## src/rtl/fadd_pipe.sv

```systemverilog
// fadd_pipe: IEEE-754 binary32 add/subtract with configurable latency,
// single-occupancy or fully pipelined issue on the order/accepted/done handshake.
module fadd_pipe #(
    parameter int unsigned LATENCY   = 3,
    parameter int unsigned PIPELINED = 0
) (
    input  logic        clk,
    input  logic        rstn,
    input  logic        order,
    input  logic        sub,
    input  logic [31:0] rs1,
    input  logic [31:0] rs2,
    output logic        accepted,
    output logic        done,
    output logic [31:0] rd,
    output logic        ovf
);

    localparam int unsigned MAN_W = 24;          // mantissa incl. hidden bit
    localparam int unsigned EXT_W = MAN_W + 3;   // mantissa + guard/round/sticky
    localparam int unsigned AL_W  = MAN_W + 34;  // alignment window, covers shift of 31

    if (LATENCY == 0 || LATENCY > 4) begin : g_bad_latency
        $error("fadd_pipe: LATENCY must be 1..4, got %0d", LATENCY);
    end

    // Datapath signals (combinational from the live operands, captured on accept)
    logic              sa, sb, nan_a, nan_b, inf_a, inf_b, swap, s_big, eff_sub;
    logic [7:0]        ea, eb, ea_eff, eb_eff, e_big, e_sml, diff;
    logic [MAN_W-1:0]  m_big, m_sml;
    logic [4:0]        shamt, lz, lsh;
    logic [AL_W-1:0]   al;
    logic [EXT_W-1:0]  big_x, sml_x, nrm;
    logic [EXT_W:0]    sum;
    logic [8:0]        e9, e_nrm, e_fld;
    logic              rnd;
    logic [31:0]       packed_r;
    logic [31:0]       res_c;
    logic              ovf_c;

    // Pipeline state: one-hot in single-occupancy mode, so it doubles as the run counter
    logic [LATENCY-1:0] vld;
    logic [LATENCY-1:0] ovf_q;
    logic [31:0]        rd_q [LATENCY];
    logic               busy;

    assign busy     = |vld;
    assign done     = vld[LATENCY-1];
    assign rd       = rd_q[LATENCY-1];
    assign ovf      = ovf_q[LATENCY-1];
    assign accepted = order & rstn & ((PIPELINED != 0) | ~busy | done);

    // Align, add/subtract, normalise, round to nearest even, then special-case overrides
    always_comb begin
        sa      = rs1[31];
        sb      = rs2[31] ^ sub;
        ea      = rs1[30:23];
        eb      = rs2[30:23];
        nan_a   = (&ea) & (|rs1[22:0]);
        nan_b   = (&eb) & (|rs2[22:0]);
        inf_a   = (&ea) & ~(|rs1[22:0]);
        inf_b   = (&eb) & ~(|rs2[22:0]);
        ea_eff  = (ea == 8'd0) ? 8'd1 : ea;
        eb_eff  = (eb == 8'd0) ? 8'd1 : eb;
        swap    = rs2[30:0] > rs1[30:0];
        e_big   = swap ? eb_eff : ea_eff;
        e_sml   = swap ? ea_eff : eb_eff;
        m_big   = swap ? {eb != 8'd0, rs2[22:0]} : {ea != 8'd0, rs1[22:0]};
        m_sml   = swap ? {ea != 8'd0, rs1[22:0]} : {eb != 8'd0, rs2[22:0]};
        s_big   = swap ? sb : sa;
        eff_sub = sa ^ sb;
        diff    = e_big - e_sml;
        shamt   = (diff > 8'd31) ? 5'd31 : diff[4:0];
        al      = {m_sml, 34'd0} >> shamt;
        sml_x   = {al[AL_W-1:32], |al[31:0]};
        big_x   = {m_big, 3'b000};
        sum     = eff_sub ? ({1'b0, big_x} - {1'b0, sml_x})
                          : ({1'b0, big_x} + {1'b0, sml_x});
        lz      = 5'(EXT_W);
        for (int i = 0; i < int'(EXT_W); i++) begin
            if (sum[i]) lz = 5'(int'(EXT_W) - 1 - i);
        end
        e9      = {1'b0, e_big};
        lsh     = 5'd0;
        if (sum[EXT_W]) begin
            nrm   = {sum[EXT_W:2], sum[1] | sum[0]};
            e_nrm = e9 + 9'd1;
        end else begin
            // Normalise no further than the minimum exponent; below that the result is subnormal
            lsh   = (9'(lz) < (e9 - 9'd1)) ? lz : 5'(e9 - 9'd1);
            nrm   = sum[EXT_W-1:0] << lsh;
            e_nrm = e9 - 9'(lsh);
        end
        e_fld    = nrm[EXT_W-1] ? e_nrm : 9'd0;
        rnd      = nrm[2] & (nrm[1] | nrm[0] | nrm[3]);
        packed_r = {e_fld, nrm[EXT_W-2:3]} + 32'(rnd);
        ovf_c    = 1'b0;
        if (sum == '0) begin
            res_c = {sa & sb, 31'd0};
        end else if (packed_r[31:23] >= 9'd255) begin
            res_c = {s_big, 8'hFF, 23'd0};
            ovf_c = 1'b1;
        end else begin
            res_c = {s_big, packed_r[30:0]};
        end
        if (nan_a || nan_b) begin
            res_c = 32'h7FC0_0000;
            ovf_c = 1'b0;
        end else if (inf_a && inf_b) begin
            res_c = (sa == sb) ? {sa, 8'hFF, 23'd0} : 32'h7FC0_0000;
            ovf_c = 1'b0;
        end else if (inf_a) begin
            res_c = {sa, 8'hFF, 23'd0};
            ovf_c = 1'b0;
        end else if (inf_b) begin
            res_c = {sb, 8'hFF, 23'd0};
            ovf_c = 1'b0;
        end
    end

    // Result shift register: data only moves behind a valid bit, so rd/ovf hold between dones
    always_ff @(posedge clk) begin
        if (!rstn) begin
            vld   <= '0;
            ovf_q <= '0;
            for (int i = 0; i < int'(LATENCY); i++) rd_q[i] <= '0;
        end else begin
            vld[0] <= accepted;
            if (accepted) begin
                rd_q[0]  <= res_c;
                ovf_q[0] <= ovf_c;
            end
            for (int i = 1; i < int'(LATENCY); i++) begin
                vld[i] <= vld[i-1];
                if (vld[i-1]) begin
                    rd_q[i]  <= rd_q[i-1];
                    ovf_q[i] <= ovf_q[i-1];
                end
            end
        end
    end

endmodule

```

## config.mk

```make
export PLATFORM = sky130hd
export DESIGN_NAME = fadd_pipe
export DESIGN_NICKNAME = d
export VERILOG_FILES = /design/src/rtl/fadd_pipe.sv
export SDC_FILE = /design/constraint.sdc
export NUM_CORES = 1
export LEC_CHECK = 0
export BUFFER_PORTS_ARGS = -buffer_cell sky130_fd_sc_hd__buf_2
export CAP_MARGIN = 10
export CORE_AREA = 2 2 189 376
export DETAILED_ROUTE_END_ITERATION = 6
export DIE_AREA = 0 0 191 378
export SYNTH_ARGS = -nofsm -noshare
export SYNTH_HDL_FRONTEND = slang
export SYNTH_SLANG_ARGS = --single-unit
```

## constraint.sdc

```tcl
create_clock -name clk -period 18.28 [get_ports clk]
set_input_delay 0 -clock clk [delete_from_list [all_inputs] [get_ports clk]]
set_output_delay 0 -clock clk [all_outputs]
set_load 0.03 [all_outputs]
```

Word-level counts from Yosys, hierarchy flattened
Memories as Yosys holds them, arrays and structs flattened.
Cells that the tools add are included.
Word-level totals
  register bits: 6
  RAM bits: 96
  input port bits: 68
  output and inout bits: 35
  word-level logic and storage cells: 118
  memories: 1
Operators by class
  add/sub/neg operators: 7
  magnitude comparators: 4
  equality and inequality tests: 1
  shifts and indexed selects: 2
  mux-type cells: 66
  bitwise gates (word level): 20
  reductions and logical operators: 13
Memories
  rd_q: depth 3, width 32, rd ports 3, clocked after memory_dff 0, write ports 3, line 44  | logic [31:0] rd_q [LATENCY];
Operator list (number)
  2-to-1 mux 32 bit: 9
  2-to-1 mux 5 bit: 27
  >> shifter 58 x 5 -> 58 bit: 1
  2-to-1 mux 24 bit: 2
  OR reduction 23 bit: 2
  adder 32 x 1 -> 32 bit: 1
  2-to-1 mux 8 bit: 4
  OR reduction 32 bit: 1
  > comparator 31 bit: 1
  2-to-1 mux 31 bit: 1
  adder 27 x 27 -> 28 bit: 1
  zero test 28 bit: 1
  2-to-1 mux 28 bit: 1
  subtractor 27 x 27 -> 28 bit: 1
  2-to-1 mux 27 bit: 1
  << shifter 27 x 5 -> 27 bit: 1
  2-to-1 mux 1 bit: 18
  2-to-1 mux 9 bit: 2
  zero test 8 bit: 2
  AND reduction 8 bit: 2
  nonzero test 8 bit: 2
  adder 8 x 1 -> 9 bit, second input constant: 1
  greater-or-equal comparator 9 x 8 -> 1 bit, second input constant: 1
  less-than comparator 5 x 9 -> 1 bit: 1
  other kinds (13): 29

Depth between registers and ports, before layout
Gate-level depths: netlist of run 1.
  depth after elaboration: 53
  depth in mapped cells: 84
  mapped depth without buffers: 72

Worst setup path after synthesis of run 1
Ideal clock, no wire load.
  path kind: in2reg
  start point: input port rs1[26]
  end point: memory rd_q[0][9], data pin
  library setup time: 0.255 ns
  arrival: 14.137 ns
  required time: 18.025 ns
  slack: 3.888 ns
  stages on the path: 78
  path buffers: 11
  path through: inv_1 -> ha_1 -> a41oi_1 -> o21ai_1 -> a221oi_2 -> nand3_1 -> o211ai_4 -> buf_2 -> buf_2 -> buf_1 -> buf_1 -> clkbuf_1 -> a21oi_1 -> ha_1 -> fa_1 -> nor2b_1 -> o22a_2 -> a311oi_2 -> [42 not listed] -> ha_1 -> xnor2_1 -> nor2_1 -> ha_1 -> inv_1 -> a21oi_1 -> nor2_1 -> xnor2_1 -> nand2_1 -> or3_1 -> inv_1 -> nand3_1 -> nor4_1 -> xor2_1 -> or4b_4 -> o211ai_4 -> buf_6 -> nor2_1
RTL lines
  from (decl): line 11  | input logic [31:0] rs1,
  to (decl): line 44

==> results by group, run 1 <==
Worst setup path
  – Length in cells of the worst reg-to-reg path: 8
  – CP Data Arrival Time: 16.81 ns
  – Critical path's largest stage delay: 0.80 ns
  – Reg-to-reg critical path endpoint: rd_q[0][10]$_SDFFCE_PP0P_
  – Critical path endpoint category: register
  – Kind of launch point of the worst setup path: primary input
  – Dominant delay contributor by cell family on the critical path: compound AO/OA/AOI/OAI gates
  – Critical path fanouts, max: 27
  – Buffers & Inverters on Critical Path: 9
  – Launch point of the worst reg-to-reg path: vld[0]$_SDFF_PN0_
  – Slowest stage cell on the critical path: sky130_fd_sc_hd__o211ai_4
  – Classification of the worst setup path: primary input to register
  – Flop-to-flop setup slack: 15.44 ns
  – Cell with the most instances on the worst path: sky130_fd_sc_hd__a21oi_1
  – Data required, critical path: 18.37 ns

Synth
  – Post-synthesis cell count: 2242
  – Register area share after synthesis: 0.1819
  – Post-Syn Area per Cell: 7.362 µm²
  – Cell type with the highest aggregate area in the netlist: sky130_fd_sc_hd__edfxtp_1
  – Cell types with the largest area share after synthesis: sky130_fd_sc_hd__edfxtp_1 17%, sky130_fd_sc_hd__ha_1 7.7%, sky130_fd_sc_hd__a21oi_1 5.9%
  – Unique masters post-synth: 130
  – Number of synthesized register bits: 102
  – Count of flip-flops with a built-in enable after synthesis: 96
  – Yosys Warn Count: 0
  – Post-synthesis instance area: 16500 µm²
  – Post-synth top area share: 0.1747
  – Ys flop type: sky130_fd_sc_hd__edfxtp_1
  – Async set or reset register ratio after synthesis: 0
  – Synthesized netlist net count: 2413

Power and ir drop
  – Areal power density over the cells: 135.8 nW/µm²
  – Peak supply drop: 0.00008121 V
  – Total power of the final layout: 2.545 mW
  – Leakage power figure: 7.349 nW

CTS
  – Setup repair bufs after CTS: 0
  – TritonCTS clock tree: yes
  – Total of cells resized after clock tree synthesis: 0
  – Clock Sinks: 102
  – Clock latency on the worst-skew pair: 0.34 ns
  – CTS buffer count: 9
  – Number of levels in the clock H-tree: 3
  – Number of buffers on the longest clock path: 2
  – Clk pin slew, worst setup/hold paths: 0.08 ns
  – Clock root cell: sky130_fd_sc_hd__clkbuf_16

Global route
  – Vias in the first global route: 17720
  – Number of antenna violations at the first check in global routing: 4
  – GRT Residual Overflow: 0
  – Wire length of the first global-routing pass: 105100 µm
  – Largest net degree at the start of global routing: 67
  – GRT Total Usage: 0.1850

Layout
  – Fraction of layout cells with a size suffix above 1: 0.1595
  – Post-Layout Cell Count: 3243
  – Final Net Count: 2505
  – Final cell area excluding filler cells: 18740 µm²
  – Area growth from synthesis to final layout: 13.54%

Timing
  – Final Skew: 0.008410 ns
  – Hold_ws: 0.05920 ns
  – Slew HR: 0.2098
  – Upper clock frequency limit: 59.83 MHz
  – Setup repair after global routing missed its margin: false
  – Total count of hold-check failures in the final report: 0
  – Tcrit/Tclk final: 0.9143
  – Shortest clock period the worst path allows after layout: 16.71 ns
  – Actual slew at the worst max-slew pin: 1.181 ns
  – Final number of setup-violating endpoints: 0
  – Setup TNS: 0 ns
  – Max Slew Vio Count: 0

Hold path
  – Endpoint, Worst Hold: vld[0]$_SDFF_PN0_
  – Tightest Hold Check Type: primary input to register
  – Worst Min Path Start: order
  – Number of cells traversed by the worst hold path: 3

Outcome
  – Result of the run: finished clean

Floorplan
  – Placeable core region: 69420 µm²
  – Site row count: 137
  – Initial Util: 0.2377
  – Floorplan die width: 191 µm
  – Vertical extent of the die: 378 µm
  – DIE AREA: 72200 µm²
  – Io pins: 103

Route
  – Detail-routed via count per cell: 5.732
  – DRC errors left: 0
  – Number of detailed-routing iterations run before antenna repair: 6
  – Drt initial violations: 2076
  – Wire per inst: 21.29 µm
  – Detailed-route via count: 18590
  – Post-Route WL: 69040 µm
  – Post-DRT Antenna Nets: 0

Job
  – Max capacitance violation total: 0

Place
  – Number of cells in the design after placement: 3225
  – Placed instance area: 18400 µm²
  – Half-perimeter wire length after detailed placement: 54910 µm
  – Port Buffers: 102
  – Final Wtd Congestion: 1.045
## cell usage after synthesis (all sizes together), types with 74 or more instances
master	instances
nand3	117
and2	87
a21oi	200
clkbuf	74
inv	116
nor2	200
ha	101
edfxtp	96
buf	97
o21ai	152
nor3	87
nand2	195
## cell type report
| cell class | count | area (µm²) |
|---|---|---|
| repair buffers | 252 | 1677 |
| fillers | 7616 | 50680 |
| clock inverters | 7 | 97.59 |
| multi-input cells | 1852 | 12160 |
| well taps | 903 | 1130 |
| clock buffers | 9 | 225.2 |
| inverters | 117 | 444.2 |
| flip-flops and latches | 102 | 3003 |
| diodes | 1 | 2.502 |
## per-stage QoR
stage / setup slack, ns / util
CTS: 2.033 / 0.2699
finish: 1.566 / 0.2699
detailed placement: 1.759 / 0.2651
global placement: 1.906 / 0.2651
floorplan: 3.888 / -
global route: 0.6451 / 0.2699
## power by group
group | leakage, nW | internal, mW | total [mW] | switching (mW)
Combinational | 6.13 | 0.758 | 2.02 | 1.26
Clock | 0.159 | 0.111 | 0.202 | 0.0910
Sequential | 1.06 | 0.313 | 0.322 | 0.00926
Total | 7.35 | 1.18 | 2.54 | 1.36
## flip-flops by register name, summed over array words and instances (netlist names)
register  count
ovf_q         3
vld           3
rd_q         96
## worst register-to-register path, stage by stage (launching register included)
cell,delay [ns]
sky130_fd_sc_hd__dfxtp_1,0.38
sky130_fd_sc_hd__nor2_1,0.05
sky130_fd_sc_hd__o211ai_1,0.40
sky130_fd_sc_hd__inv_1,0.13
sky130_fd_sc_hd__nor3_1,0.89
sky130_fd_sc_hd__nor2_1,0.29
sky130_fd_sc_hd__o211ai_4,0.19
sky130_fd_sc_hd__buf_12,0.18
sky130_fd_sc_hd__nor2_1,0.06
## metal layers
layer  GRT usage  vias up  part of all wire
li1            -     8569                 -
met1      0.2356     8784              0.41
met2      0.2971      988              0.44
met3     0.02725      245             0.079
met4      0.1025        4             0.063
met5           0        -           0.00041
## layout by cell type (no fill, tap or decap), types with 17 or more instances in the layout
cell type,count
sky130_fd_sc_hd__nand3_1,116
sky130_fd_sc_hd__o211ai_1,40
sky130_fd_sc_hd__nand2b_1,26
sky130_fd_sc_hd__a211oi_1,36
sky130_fd_sc_hd__xor2_1,24
sky130_fd_sc_hd__buf_4,146
sky130_fd_sc_hd__o21ai_1,28
sky130_fd_sc_hd__ha_1,101
sky130_fd_sc_hd__a21o_1,26
sky130_fd_sc_hd__o22ai_1,26
sky130_fd_sc_hd__a31oi_1,34
sky130_fd_sc_hd__nand2_1,192
sky130_fd_sc_hd__inv_1,113
sky130_fd_sc_hd__o21ai_0,114
sky130_fd_sc_hd__mux2i_1,35
sky130_fd_sc_hd__o21bai_1,17
sky130_fd_sc_hd__edfxtp_1,96
sky130_fd_sc_hd__nand4_1,38
sky130_fd_sc_hd__o21a_1,22
sky130_fd_sc_hd__buf_2,102
sky130_fd_sc_hd__nor3_1,82
sky130_fd_sc_hd__xnor2_1,53
sky130_fd_sc_hd__nor4_1,32
sky130_fd_sc_hd__a21oi_1,195
sky130_fd_sc_hd__and2_1,86
sky130_fd_sc_hd__nor2_1,194
## cell families after synthesis
logic type	synth area share
xor gates and xnor gates	0.04185
AOI/OAI and AO/OA	0.3094
muxes	0.03283
buffers and inverters	0.08278
DFF	0.1819
and+or+nand+nor	0.2710
adders and majority gates	0.08021
## how the worst max path moves through the flow
stage / start / to / slack [ns] / depth (start not counted)
floorplan: rs1[26] / rd_q[0][9]$_SDFFCE_PP0P_ / 3.89 / 78
CTS: rs1[4] / rd_q[0][10]$_SDFFCE_PP0P_ / 2.03 / 69
global route: rs1[4] / rd_q[0][16]$_SDFFCE_PP0P_ / 0.65 / 72
global placement: rs1[4] / rd_q[0][10]$_SDFFCE_PP0P_ / 1.91 / 69
finish: rs1[4] / rd_q[0][10]$_SDFFCE_PP0P_ / 1.57 / 69
detailed placement: rs1[4] / rd_q[0][10]$_SDFFCE_PP0P_ / 1.76 / 69
## repair_timing
item	CTS	global route
hold buffers	1	0
hold endpoints to repair	2	0
endpoints found under the setup margin	0	0
Power figures use the tool's default switching activity.
==> run 2: changes to the inputs <==
- ABC_AREA: not set -> 1
- CORE_AREA: 2 2 189 376 -> 2 2 177 353
- CTS_CLUSTER_SIZE: not set -> 25
- DIE_AREA: 0 0 191 378 -> 0 0 179 355
==> results by group, run 2 <==
Outcome
  – Result of the run: finished clean

Worst setup path
  – Critical path endpoint category: register
  – Reg-to-reg critical path endpoint: rd_q[0][0]$_SDFFCE_PP0P_
  – CP Data Arrival Time: 15.33 ns (-1.48 ns)
  – Cell with the most instances on the worst path: sky130_fd_sc_hd__nand2_1
  – Critical path fanouts, max: 79 (+190%)
  – Flop-to-flop setup slack: 15.83 ns (+0.39 ns)
  – Data required, critical path: 18.48 ns (+0.11 ns)
  – Length in cells of the worst reg-to-reg path: 8 (unchanged)
  – Launch point of the worst reg-to-reg path: vld[0]$_SDFF_PN0_
  – Slowest stage cell on the critical path: sky130_fd_sc_hd__inv_2
  – Classification of the worst setup path: primary input to register
  – Launch point of the worst path: rs1[14]
  – Critical path's largest stage delay: 0.63 ns (-0.17 ns)
  – Kind of launch point of the worst setup path: primary input

Layout
  – Most frequent cells in the layout: 697 x sky130_fd_sc_hd__nand2_1, 433 x sky130_fd_sc_hd__nand3_1, 341 x sky130_fd_sc_hd__inv_1
  – Final Net Count: 2623 (+4.7%)
  – Final cell area excluding filler cells: 15820 µm² (-16%)
  – Post-Layout Cell Count: 3237 (-0.19%)
  – FF+latch area: 3003 µm² (unchanged)
  – Number of flip-flops in the largest register: 96 (unchanged)
  – Biggest register: rd_q
  – Count of inserted antenna diode cells: 0 (-1)
  – Final core area utilization: 0.2606 (-0.009292)
  – Area growth from synthesis to final layout: 8.869%
  – Filler Cells Inserted: 6955 (-8.7%)
  – Commonest non-fill, non-tap cell in the layout: sky130_fd_sc_hd__nand2_1
  – Registers with the most flip-flops: rd_q (96), ovf_q (3), vld (3)
  – Area of the multi-input gates: 9540 µm² (-22%)
  – Fraction of layout cells with a size suffix above 1: 0.09320 (-0.06627)

Timing
  – Slew HR: 0.1753 (-0.03445)
  – Shortest clock period the worst path allows after layout: 15.14 ns (-1.578 ns)
  – Final Worst Setup Slack: 3.144 ns (+1.578 ns)
  – Setup repair after global routing missed its margin: false
  – Total count of hold-check failures in the final report: 0 (unchanged)
  – Max Slew Vio Count: 0 (unchanged)
  – Setup TNS: 0 ns (unchanged)
  – Tcrit/Tclk final: 0.8280 (-0.08634)
  – Final number of setup-violating endpoints: 0 (unchanged)
  – Actual slew at the worst max-slew pin: 1.224 ns (+0.04275 ns)
  – Upper clock frequency limit: 66.07 MHz (+10%)
  – Final Skew: 0.007806 ns (-0.0006038 ns)

Synth
  – Unique masters post-synth: 56 (-57%)
  – Post-synthesis share of cell area spent on xor and xnor gates: 0.02807 (-0.01378)
  – Register area share after synthesis: 0.2066 (+0.02470)
  – Basic-gate share of the synthesized area counting and, or, nand and nor cells: 0.4580 (+0.1870)
  – Cell type with the highest aggregate area in the netlist: sky130_fd_sc_hd__edfxtp_1
  – Adder-cell share of the synthesized area: 0.08972 (+0.009513)
  – Main combinational cell family by area after synthesis: simple AND/OR/NAND/NOR gates
  – Count of flip-flops with a built-in enable after synthesis: 96 (unchanged)
  – Post-synthesis instance area: 14530 µm² (-12%)
  – Ys flop type: sky130_fd_sc_hd__edfxtp_1
  – Async set or reset register ratio after synthesis: 0 (unchanged)
  – Most numerous cell in the Yosys netlist: sky130_fd_sc_hd__nand2_1
  – Post-synthesis cell count: 2435 (+8.6%)
  – Post-Syn Area per Cell: 5.968 µm² (-19%)
  – Number of synthesized register bits: 102 (unchanged)
  – Compound-cell area share of the yosys netlist: 0.08016 (-0.2292)
  – Commonest cells post-synth: 697 x sky130_fd_sc_hd__nand2_1, 433 x sky130_fd_sc_hd__nand3_1, 341 x sky130_fd_sc_hd__inv_1
  – Share of cell area taken by muxes after synthesis: 0 (-0.03283)
  – Cell types with the largest area share after synthesis: sky130_fd_sc_hd__edfxtp_1 20%, sky130_fd_sc_hd__nand2_1 18%, sky130_fd_sc_hd__nand3_1 15%
  – Synthesized netlist net count: 2606 (+8.0%)
  – Post-synth top area share: 0.1984 (+0.02372)
  – Yosys Warn Count: 0 (unchanged)

Global route
  – GRT Residual Overflow: 0 (unchanged)
  – Met3 track demand over resource in global routing: 0.01410 (-0.01314)
  – Vias in the first global route: 15450 (-13%)
  – Global-route layer with the greatest usage: met2
  – Met2 GRT Util: 0.3231 (+0.02598)
  – Largest net degree at the start of global routing: 80 (+19%)
  – Global Route met1 Usage: 0.1430 (-0.09262)
  – Number of antenna violations at the first check in global routing: 0 (-4)
  – GRT Total Usage: 0.1643 (-0.02078)
  – Wire length of the first global-routing pass: 81160 µm (-23%)

Place
  – Number of cells in the design after placement: 3217 (-0.25%)
  – Port Buffers: 102 (unchanged)
  – Final Wtd Congestion: 0.9988 (-4.4%)
  – Placed instance area: 15470 µm² (-16%)
  – Half-perimeter wire length after detailed placement: 43590 µm (-21%)
  – Worst slack at placement: 3.047 ns (+1.288 ns)

Power and ir drop
  – Peak supply drop: 0.00005383 V (-34%)
  – Areal power density over the cells: 127.0 nW/µm² (-6.4%)
  – Leakage power figure: 8.166 nW (+11%)

Route
  – Number of detailed-routing iterations run before antenna repair: 6 (unchanged)
  – Detailed-route via count: 15580 (-16%)
  – Drt initial violations: 1003 (-52%)
  – Detail-routed via count per cell: 4.814 (-16%)
  – Post-DRT Antenna Nets: 0 (unchanged)
  – DRC errors left: 0 (unchanged)
  – Wire per inst: 16.11 µm (-24%)
  – Post-Route WL: 52130 µm (-24%)

CTS
  – TritonCTS clock tree: yes
  – CTS buffer count: 9 (unchanged)
  – Setup repair bufs after CTS: 0 (unchanged)
  – Clock root cell: sky130_fd_sc_hd__clkbuf_16
  – Clock latency on the worst-skew pair: 0.35 ns (about the same)
  – Number of levels in the clock H-tree: 3 (unchanged)
  – Clock Sinks: 102 (unchanged)
  – Number of buffers on the longest clock path: 2 (unchanged)
  – Clk pin slew, worst setup/hold paths: 0.07 ns (about the same)

Job
  – Max capacitance violation total: 0 (unchanged)

Floorplan
  – Vertical extent of the die: 355 µm (-6.1%)
  – Placeable core region: 60700 µm² (-13%)
  – DIE AREA: 63550 µm² (-12%)
  – Io pins: 103 (unchanged)
  – Site row count: 128 (-6.6%)
  – Floorplan die width: 179 µm (-6.3%)
  – Initial Util: 0.2394 (+0.001665)

Hold path
  – Number of cells traversed by the worst hold path: 3 (unchanged)
  – Endpoint, Worst Hold: rd_q[0][31]$_SDFFCE_PP0P_
  – Worst Min Path Start: rs1[31]
  – Tightest Hold Check Type: primary input to register
## run 2: worst max-delay path by stage
stage                           endpoint  slack, ns
2_1_floorplan  rd_q[0][13]$_SDFFCE_PP0P_       6.93
3_3_place_gp    rd_q[0][0]$_SDFFCE_PP0P_       3.15
3_5_place_dp    rd_q[0][0]$_SDFFCE_PP0P_       3.05
4_1_cts         rd_q[0][0]$_SDFFCE_PP0P_       3.41
5_1_grt         rd_q[0][0]$_SDFFCE_PP0P_       1.54
6_report        rd_q[0][0]$_SDFFCE_PP0P_       3.14
## run 2: repair_timing
action | in CTS | in global routing
hold buffers | 3 | 0
hold endpoints to repair | 6 | 0
resized for setup | 0 | 0
## run 2: stage by stage
stage               power [mW]  hold WS (ns)
floorplan                1.448        0.1404
global placement         1.809        0.2547
detailed placement       1.806        0.2632
CTS                      2.005        0.1502
global route             2.212        0.1596
finish                   2.010        0.1617
## run 2: layout make-up
cell class              count  area share
multi-input cells        1866      0.6031
flip-flops and latches    102      0.1898
inverters                 350     0.08304
well taps                 780     0.06169
repair buffers            123     0.04271
clock buffers               9     0.01424
clock inverters             7    0.005457
## run 2: power breakdown
part           internal (mW)  switching [mW]  total (mW)
clock                 0.0979          0.0912       0.189
combinational          0.440            1.06        1.50
sequential             0.307          0.0109       0.318
## run 2: worst max-delay path, delay by kind of cell
family | cells | cell delay [ns]
fa+ha+maj | 6 | 1.94
buf+inv | 11 | 1.89
xor+xnor | 1 | 0.45
compound gates | 17 | 3.01
simple gates | 50 | 7.92
## run 2: kinds of logic after synthesis
family,count (synthesis)
and+or+nand+nor,1513
buffers and inverters,467
AOI/OAI and AO/OA,206
xor gates and xnor gates,44
DFF,102
adders and majority gates,103
## run 2: layer usage
layer  vias up  wire [µm]
met5         -          0
met4         0       5291
met3       197       1629
met2       481      28430
li1       7886          -
met1      7018      16780
==> run 3: changes to the inputs <==
- ABC_AREA: 1 -> 0
- CORE_AREA: 2 2 177 353 -> 2 2 189 376
- DIE_AREA: 0 0 179 355 -> 0 0 191 378
- clock period: 18.28 -> 14.4 ns (I/O delays scaled with it)
==> results by group, run 3 (synthesized netlist as in run 1, its figures left out) <==
Outcome
  – Result of the run: finished clean

Route
  – Detail-routed via count per cell: 5.396 (+12%)
  – Top sig layer: met4
  – DRC errors left: 0 (unchanged)
  – Wire per inst: 20.36 µm (+26%)
  – Post-DRT Antenna Nets: 0 (unchanged)
  – Length of routed wiring on met1: 32650 µm (+95%)
  – Post-Route WL: 75710 µm (+45%)
  – Drt initial violations: 2168 (+120%)
  – Detailed-route via count: 20070 (+29%)
  – Routed wire length on met2: 33300 µm (+17%)
  – WL met3: 6421 µm (+290%)
  – Number of detailed-routing iterations run before antenna repair: 6 (unchanged)

CTS
  – Number of buffers on the longest clock path: 2 (unchanged)
  – CTS buffer count: 9 (unchanged)
  – Clk pin slew, worst setup/hold paths: 0.07 ns (about the same)
  – Clock latency on the worst-skew pair: 0.33 ns (-0.02 ns)
  – Clock Sinks: 102 (unchanged)
  – Clock root cell: sky130_fd_sc_hd__clkbuf_16
  – TritonCTS clock tree: yes
  – Number of levels in the clock H-tree: 3 (unchanged)

Timing
  – Shortest clock period the worst path allows after layout: 13.80 ns
  – Actual slew at the worst max-slew pin: 0.9956 ns (-0.2285 ns)
  – Max Slew Vio Count: 0 (unchanged)
  – Final Worst Setup Slack: 0.6011 ns (-2.543 ns)
  – Total count of hold-check failures in the final report: 0 (unchanged)
  – Hold_ws: 0.06068 ns (-0.1010 ns)
  – Tcrit/Tclk final: 0.9583
  – Final Skew: 0.004436 ns (-0.003370 ns)
  – Slew HR: 0.3293 (+0.1539)
  – Final number of setup-violating endpoints: 0 (unchanged)
  – Upper clock frequency limit: 72.47 MHz

Floorplan
  – Io pins: 103 (unchanged)
  – Vertical extent of the die: 378 µm (+6.5%)
  – DIE AREA: 72200 µm² (+14%)
  – Initial Util: 0.2377 (-0.001665)
  – Site row count: 137 (+7.0%)
  – Floorplan die width: 191 µm (+6.7%)
  – Placeable core region: 69420 µm² (+14%)

Worst setup path
  – Slowest stage cell on the critical path: sky130_fd_sc_hd__or4b_4
  – Kind of launch point of the worst setup path: primary input
  – Critical path's largest stage delay: 0.51 ns (-0.12 ns)
  – Classification of the worst setup path: primary input to register
  – CP Data Arrival Time: 13.88 ns (-1.45 ns)
  – Cell with the most instances on the worst path: sky130_fd_sc_hd__buf_4
  – Critical path fanouts, max: 22 (-72%)
  – Flop-to-flop setup slack: 12.25 ns (-3.58 ns)
  – Critical path endpoint category: register
  – Data required, critical path: 14.48 ns (-4.00 ns)

Place
  – Worst slack at placement: 0.1063 ns (-2.940 ns)
  – Final Wtd Congestion: 1.044 (+4.5%)
  – Port Buffers: 102 (unchanged)
  – Half-perimeter wire length after detailed placement: 62470 µm (+43%)

Global route
  – Vias in the first global route: 19460 (+26%)
  – Number of antenna violations at the first check in global routing: 1 (+1)
  – Largest net degree at the start of global routing: 76 (-5.0%)
  – Wire length of the first global-routing pass: 115500 µm (+42%)
  – GRT Residual Overflow: 0 (unchanged)
  – GRT Total Usage: 0.2052 (+0.04097)

Power and ir drop
  – Peak supply drop: 0.00009871 V (+83%)
  – Leakage power figure: 9.711 nW (+19%)
  – Areal power density over the cells: 168.7 nW/µm² (+33%)

Job
  – Max capacitance violation total: 0 (unchanged)

Layout
  – Registers with the most flip-flops: rd_q (96), ovf_q (3), vld (3)
  – Filler Cells Inserted: 7408 (+6.5%)
  – Biggest register: rd_q
  – Fraction of layout cells with a size suffix above 1: 0.3175 (+0.2243)
  – Count of inserted antenna diode cells: 0 (unchanged)
  – Number of flip-flops in the largest register: 96 (unchanged)
  – Commonest non-fill, non-tap cell in the layout: sky130_fd_sc_hd__buf_4
  – Most frequent cells in the layout: 614 x sky130_fd_sc_hd__buf_4, 192 x sky130_fd_sc_hd__nor2_1, 189 x sky130_fd_sc_hd__a21oi_1
  – Area growth from synthesis to final layout: 37.23%
  – Area of the multi-input gates: 12420 µm² (+30%)
  – FF+latch area: 3003 µm² (unchanged)
  – Final Net Count: 2982 (+14%)

Hold path
  – Tightest Hold Check Type: primary input to register
run 3: path summary, 6_finish.rpt:
kind                                             endpoint  cells after the start                 startpoint
worst max-delay path            rd_q[0][10]$_SDFFCE_PP0P_                     71                    rs1[30]
worst min-delay path                    vld[0]$_SDFF_PN0_                      3                      order
worst max register to register  rd_q[0][67]$_SDFFCE_PP0P_                      6          vld[1]$_SDFF_PN0_
worst min register to register  rd_q[0][50]$_SDFFCE_PP0P_                      1  rd_q[0][18]$_SDFFCE_PP0P_
run 3: report_power, final:
group | leakage, nW | internal, mW | total [mW] | switching, mW
clock | 0.141 | 0.121 | 0.227 | 0.106
combinational | 8.51 | 1.42 | 3.19 | 1.77
sequential | 1.06 | 0.397 | 0.409 | 0.0113
total | 9.71 | 1.94 | 3.82 | 1.88
run 3: timing repair:
item	4_1_cts	5_1_grt
hold buffers	1	0
setup buffers	0	8
endpoints found under the setup margin	0	32
endpoints found under the hold margin	2	0
gates resized for setup	0	62
run 3: per-layer routing:
layer | up-vias | track usage
met1 | 9413 | 0.2762
li1 | 9504 | -
met3 | 195 | 0.03281
met5 | - | 0
met4 | 0 | 0.07562
met2 | 957 | 0.3275
run 3: layout make-up:
class | instances | area share
multi-input combinational | 1852 | 0.5482
inverter | 117 | 0.01972
clock inverter | 7 | 0.002928
tap | 903 | 0.04988
timing repair buffer | 729 | 0.2367
sequential | 102 | 0.1326
clock buffer | 9 | 0.009944
run 3: through the flow:
step | total power, mW | std cells | cell area, µm² | utilization | TNS, ns
global route | 4.061 | 3719 | 22650 | 0.3263 | -2.535
global placement | 3.484 | 3694 | 22020 | 0.3173 | 0
finish | 3.822 | 3719 | 22650 | 0.3263 | 0
detailed placement | 3.477 | 3694 | 22020 | 0.3173 | 0
CTS | 3.718 | 3711 | 22330 | 0.3216 | 0
floorplan | 2.001 | 2242 | 16500 | - | 0
run 3: worst max-delay path: cells and delay by family:
kind / cells / cell delay, ns
AOI/OAI and AO/OA: 31 / 6.48
and+or+nand+nor: 18 / 3.58
buffers and inverters: 17 / 2.58
adders and majority gates: 4 / 1.07
xor gates and xnor gates: 1 / 0.13
